File: src/rtl/seg_pkg.sv
// seg_pkg: shared types and helpers for the 7-segment scan controller.
//   SEG_BLANK  - segment pattern with every segment off (active-low)
//   state_t    - scan FSM states
//   lz_mask    - leading-zero blanking mask over up to MAX_DIGITS nibbles
package seg_pkg;

  localparam logic [6:0]  SEG_BLANK  = 7'h7F;
  localparam int unsigned MAX_DIGITS = 8;
  localparam int unsigned LZ_W       = 4 * MAX_DIGITS;
  localparam int unsigned MASK_IDX_W = $clog2(MAX_DIGITS);

  typedef enum logic {
    GUARD = 1'b0,
    DRIVE = 1'b1
  } state_t;

  // Bit i set when digit i is a leading zero among the lowest n digits.
  // Digit 0 is never marked, so an all-zero value still shows a single "0".
  function automatic logic [MAX_DIGITS-1:0] lz_mask(input logic [LZ_W-1:0] v,
                                                    input int unsigned    n);
    logic [MAX_DIGITS-1:0] m;
    logic                  run;
    m   = '0;
    run = 1'b1;
    for (int unsigned i = MAX_DIGITS - 1; i >= 1; i--) begin
      if (i < n) begin
        if (v[4*i +: 4] != 4'h0) begin
          run = 1'b0;
        end
        m[i] = run;
      end
    end
    return m;
  endfunction

endpackage

File: src/rtl/bin_7seg.sv
// bin_7seg: combinational hex-to-7-segment decoder, active-low outputs.
//   i_bin   [3:0]  hex nibble
//   o_seg_c [6:0]  {g,f,e,d,c,b,a}, 0 = segment lit
module bin_7seg (
  input  logic [3:0] i_bin,
  output logic [6:0] o_seg_c
);

  always_comb begin
    o_seg_c = 7'h7F;
    case (i_bin)
      4'h0: o_seg_c = 7'h40;
      4'h1: o_seg_c = 7'h79;
      4'h2: o_seg_c = 7'h24;
      4'h3: o_seg_c = 7'h30;
      4'h4: o_seg_c = 7'h19;
      4'h5: o_seg_c = 7'h12;
      4'h6: o_seg_c = 7'h02;
      4'h7: o_seg_c = 7'h78;
      4'h8: o_seg_c = 7'h00;
      4'h9: o_seg_c = 7'h10;
      4'hA: o_seg_c = 7'h08;
      4'hB: o_seg_c = 7'h03;
      4'hC: o_seg_c = 7'h46;
      4'hD: o_seg_c = 7'h21;
      4'hE: o_seg_c = 7'h06;
      4'hF: o_seg_c = 7'h0E;
      default: o_seg_c = 7'h7F;
    endcase
  end

endmodule

File: src/rtl/seg_scan_ctrl.sv
// seg_scan_ctrl: time-multiplexed scan controller for a common-anode
// multi-digit 7-segment display sharing one bin_7seg decoder.
//   clk         system clock
//   reset_n     asynchronous active-low reset
//   value       hex digits, digit 0 = value[3:0] (rightmost)
//   load        capture value into the shadow register
//   lzb_en      leading-zero blanking enable
//   seg         {g,f,e,d,c,b,a}, active-low, registered
//   an          digit enables, active-low, registered
//   frame_done  one-cycle pulse on the last drive cycle of the last digit
module seg_scan_ctrl
  import seg_pkg::*;
#(
  parameter int unsigned NUM_DIGITS   = 4,
  parameter int unsigned SLOT_CYCLES  = 50000,
  parameter int unsigned GUARD_CYCLES = 500
) (
  input  logic                    clk,
  input  logic                    reset_n,
  input  logic [4*NUM_DIGITS-1:0] value,
  input  logic                    load,
  input  logic                    lzb_en,
  output logic [6:0]              seg,
  output logic [NUM_DIGITS-1:0]   an,
  output logic                    frame_done
);

  localparam int unsigned DATA_W = 4 * NUM_DIGITS;
  localparam int unsigned CNT_W  = $clog2(SLOT_CYCLES);
  localparam int unsigned IDX_W  = (NUM_DIGITS > 1) ? $clog2(NUM_DIGITS) : 1;

  localparam logic [CNT_W-1:0] GUARD_LAST = CNT_W'(GUARD_CYCLES - 1);
  localparam logic [CNT_W-1:0] SLOT_LAST  = CNT_W'(SLOT_CYCLES - 1);
  localparam logic [IDX_W-1:0] DIG_LAST   = IDX_W'(NUM_DIGITS - 1);

  // State and datapath registers
  state_t                r_state;
  logic [CNT_W-1:0]      r_slot_cnt;
  logic [IDX_W-1:0]      r_dig_idx;
  logic [DATA_W-1:0]     r_shadow;
  logic [DATA_W-1:0]     r_active;
  logic [3:0]            r_nib;
  logic [6:0]            r_seg;
  logic [NUM_DIGITS-1:0] r_an;
  logic                  r_frame_done;

  // Next-state values
  state_t                w_state_nxt;
  logic [CNT_W-1:0]      w_cnt_nxt;
  logic [IDX_W-1:0]      w_dig_nxt;
  logic [DATA_W-1:0]     w_shadow_nxt;
  logic [DATA_W-1:0]     w_active_nxt;
  logic [3:0]            w_nib_nxt;
  logic [6:0]            w_seg_nxt;
  logic [NUM_DIGITS-1:0] w_an_nxt;
  logic                  w_frame_nxt;

  logic [6:0]            w_dec;
  logic [MAX_DIGITS-1:0] w_lz_mask;
  logic                  w_blank;

  // Single shared decoder, fed from the registered nibble
  bin_7seg u_dec (
    .i_bin   (r_nib),
    .o_seg_c (w_dec)
  );

  // Blanking mask is taken from the displayed (active) copy
  assign w_lz_mask = lz_mask(LZ_W'(r_active), NUM_DIGITS);
  assign w_blank   = lzb_en & w_lz_mask[MASK_IDX_W'(r_dig_idx)];

  // State register and output registers
  always_ff @(posedge clk or negedge reset_n) begin
    if (!reset_n) begin
      r_state      <= GUARD;
      r_slot_cnt   <= '0;
      r_dig_idx    <= '0;
      r_shadow     <= '0;
      r_active     <= '0;
      r_nib        <= '0;
      r_seg        <= SEG_BLANK;
      r_an         <= '1;
      r_frame_done <= 1'b0;
    end else begin
      r_state      <= w_state_nxt;
      r_slot_cnt   <= w_cnt_nxt;
      r_dig_idx    <= w_dig_nxt;
      r_shadow     <= w_shadow_nxt;
      r_active     <= w_active_nxt;
      r_nib        <= w_nib_nxt;
      r_seg        <= w_seg_nxt;
      r_an         <= w_an_nxt;
      r_frame_done <= w_frame_nxt;
    end
  end

  // Next-state and next-output logic. Outputs are computed from the next
  // state so that an/seg/frame_done line up with the cycle they describe.
  always_comb begin
    w_state_nxt  = r_state;
    w_cnt_nxt    = r_slot_cnt + CNT_W'(1);
    w_dig_nxt    = r_dig_idx;
    w_shadow_nxt = load ? value : r_shadow;
    w_active_nxt = r_active;
    w_an_nxt     = '1;
    w_seg_nxt    = SEG_BLANK;
    w_frame_nxt  = 1'b0;

    case (r_state)
      GUARD: begin
        if (r_slot_cnt == GUARD_LAST) begin
          w_state_nxt = DRIVE;
        end
      end
      DRIVE: begin
        if (r_slot_cnt == SLOT_LAST) begin
          w_state_nxt = GUARD;
          w_cnt_nxt   = '0;
          if (r_dig_idx == DIG_LAST) begin
            // Frame boundary: active takes the pre-load shadow value
            w_dig_nxt    = '0;
            w_active_nxt = r_shadow;
          end else begin
            w_dig_nxt = r_dig_idx + IDX_W'(1);
          end
        end
      end
      default: begin
        w_state_nxt = GUARD;
        w_cnt_nxt   = '0;
      end
    endcase

    // r_nib always tracks the nibble of the current digit of the active copy
    w_nib_nxt = w_active_nxt[{w_dig_nxt, 2'b00} +: 4];

    // Digit and active value only change when entering GUARD, so whenever
    // the next state is DRIVE the current r_nib and mask already apply.
    if (w_state_nxt == DRIVE) begin
      w_an_nxt[w_dig_nxt] = 1'b0;
      if (!w_blank) begin
        w_seg_nxt = w_dec;
      end
      if ((w_cnt_nxt == SLOT_LAST) && (w_dig_nxt == DIG_LAST)) begin
        w_frame_nxt = 1'b1;
      end
    end
  end

  assign seg        = r_seg;
  assign an         = r_an;
  assign frame_done = r_frame_done;

endmodule

File: config.mk
export PLATFORM = sky130hd
export DESIGN_NAME = seg_scan_ctrl
export DESIGN_NICKNAME = d
export VERILOG_FILES = /design/src/rtl/seg_pkg.sv /design/src/rtl/bin_7seg.sv /design/src/rtl/seg_scan_ctrl.sv
export SDC_FILE = /design/constraint.sdc
export NUM_CORES = 1
export LEC_CHECK = 0
export CAP_MARGIN = 20
export CORE_UTILIZATION = 50
export DETAILED_ROUTE_END_ITERATION = 8
export PLACE_DENSITY = 0.78
export RECOVER_POWER = 25
export SETUP_SLACK_MARGIN = 0.05
export SYNTH_ARGS = -nofsm -noshare
export SYNTH_HDL_FRONTEND = slang
export SYNTH_HIERARCHICAL = 1
export SYNTH_SLANG_ARGS = --single-unit
File: constraint.sdc
create_clock -name clk -period 2.7 [get_ports clk]
set_input_delay 0.54 -clock clk [delete_from_list [all_inputs] [get_ports clk]]
set_output_delay 0.54 -clock clk [all_outputs]
set_load 0.1 [all_outputs]
==> results.cfg <==
[status]
status = finished with violations
violations = DRC

[setup_path]
cp-start-kind = flip-flop
reg2reg_from = r_slot_cnt[0]
crit_start = r_slot_cnt[0]
required_ps = 2940
worstSetupEndpointType = flip-flop
critPathKind = reg -> reg
worstPathArrival_ps = 2610
cp_max_fo = 24

[floorplan]
die_x_um = 84.1
die_y_um = 84.1
rows = 29
start_util = 0.524
coreArea_um2 = 6420
io_pins = 32
dieArea_um2 = 7070

[placement]
post-place-ws_ps = 371
portBuffers = 31
postPlaceCellArea_um2 = 3700
gp_congestion = 0.917
dpl.hpwl_mm = 4.65

[grt]
track_usage = 0.206
grt_pass1_wl_mm = 11.3
overflow = 0
antenna_found_initial = 0
grt_pass1_vias = 2300
grt_max_degree = 47

[sta]
finalHoldViolations = 0
relSlewSlack = 0.258
tightest_slew_ps = 1110
fin_crit_sh = 0.881
maxSlewViolCount = 0
fmax_mhz = 421
setup_ws_ps = 323
clock-skew-final_ps = 3.36
finalSetupTns_ps = 0
rsz0062_at_grt = no
min_period_ps = 2380
final-setup-viol-count = 0

[power_and_ir_drop]
p_leak_nw = 1.68
finalPower_mw = 1.88
p_per_area_nw_per_um2 = 485
peakVddDrop_mv = 0.325

[yosys]
synthesis.area_um2 = 3370
synth_edf_count = 0
ys_types = 49
synth-seq-cells = 67
synthTopCellsByArea = dfrtp_1 42%, dfstp_2 8.6%, mux2_2 8.0%
syn_inst = 295
yosysTopAreaCell = dfrtp_1
yosys_warnings = 6
synth_ff_type = dfrtp_1
syn_area_per_cell_um2 = 11.4
yosysTopAreaCellShare = 0.416
async_reset_ff_frac = 1.00
syn-num-nets = 324
seq_area_frac_synth = 0.502

[clock_network]
clk_pin_slew_ps = 70
clock_sinks = 67
cts_buffers = 9
ctsLongestPathBuffers = 2
cts_root_buffer = clkbuf_8
cts_tree = yes
htreeDepth = 3
holdBufCountCts = 0
clock_latency_ps = 340
cts-resized-gates = 0
postCtsSetupRepairBufs = 0

[finish]
drive_gt1_frac = 0.220
final_cell_mix = 56 x dfrtp_1, 24 x mux2_2, 19 x nor2_1
n_antenna_cell = 0
fin_area_um2 = 3860
final_common_cell = dfrtp_1
synthToLayoutAreaGrowth_pct = 14.8
layout.nets = 357
final_util = 0.602
fill_cells = 552

[detailed_routing]
firstDrtPassIters = 7
num_vias = 2426
routed_via_density = 5.93
wirelength_mm = 6.45
post_drt_wl_per_cell_um = 15.8
ant_nets = 0
drc = 3
drtIter0Drc = 144

[min_path]
hold_class = in -> async

[job]
cap_viol_max_count = 0
## worst paths after layout
| kind | depth (start not counted) | endpoint | slack, ps |
|---|---|---|---|
| max | 6 | r_nib[3] | 320 |
| min | 1 | r_slot_cnt[15] | 370 |
| max reg2reg | 6 | r_nib[3] | 320 |
| min reg2reg | 1 | r_shadow[4] | 510 |
| max in group asynchronous | 2 | r_shadow[0] | 670 |
| min in group clk | 1 | r_shadow[4] | 510 |
## final cells by class
type,instances,area [um2],area share
Clock buffer,13,169,0.0437
Multi-Input combinational cell,205,1550,0.401
Tap cell,77,96.3,0.0249
Inverter,7,26.3,0.00680
Timing Repair Buffer,38,324,0.0838
Sequential cell,67,1690,0.437
Clock inverter,2,10.0,0.00259
## sequential cells by signal, indices dropped and copies added, names as in the netlist
register / flops
r_dig_idx: 2
r_nib: 4
seg: 7
r_state: 1
r_active: 16
frame_done: 1
r_slot_cnt: 16
an: 4
r_shadow: 16
## routing by layer
metal  part of all wire  track usage  up-vias  wire [um]
li1                   -            -     1163          -
met1               0.46        0.283     1158       2990
met2               0.47        0.306       91       3010
met3              0.051       0.0485       14        330
met4              0.020        0.102        0        126
met5                  0            0        -          0
## critical path, stage by stage (launching register included)
cell	delay [ps]
dfrtp_1	430
ha_1	240
and3_1	340
and4_4	390
and3_4	390
a2111oi_0	170
o32ai_1	300
## Yosys cell counts (all sizes together), types with 6 or more instances
library cell,instances
dfstp,11
dfrtp,56
nand2b,9
nand2,10
nor4,8
mux2,24
inv,7
ha,9
a2111oi,9
clkbuf,6
a21boi,8
nor2,19
a21o,9
nand4,6
xor2,8
xnor2,7
buf,10
o21ai,8
a21oi,9
nand3,14
## through the flow
stage	std cells	hold WS [ps]
after global placement	394	487
after detailed placement	394	496
after CTS	409	165
after global routing	409	496
final	409	374
after floorplan	295	244
## logic make-up (layout without fill, tap and decap cells)
group	count (synthesis)	count (layout)	share of synthesized area
xor gates and xnor gates	15	15	0.0390
buffers and inverters	23	60	0.0379
DFF	67	67	0.502
AOI/OAI and AO/OA	61	61	0.133
muxes	30	30	0.103
adders and majority gates	9	9	0.0334
and+or+nand+nor	90	90	0.151
## power by group
group	total, mW	switching, mW	internal, mW
Sequential	1.05	0.0185	1.03
Combinational	0.0779	0.0322	0.0456
Clock	0.750	0.350	0.401
Total	1.88	0.400	1.48
Power figures use the tool's default switching activity.
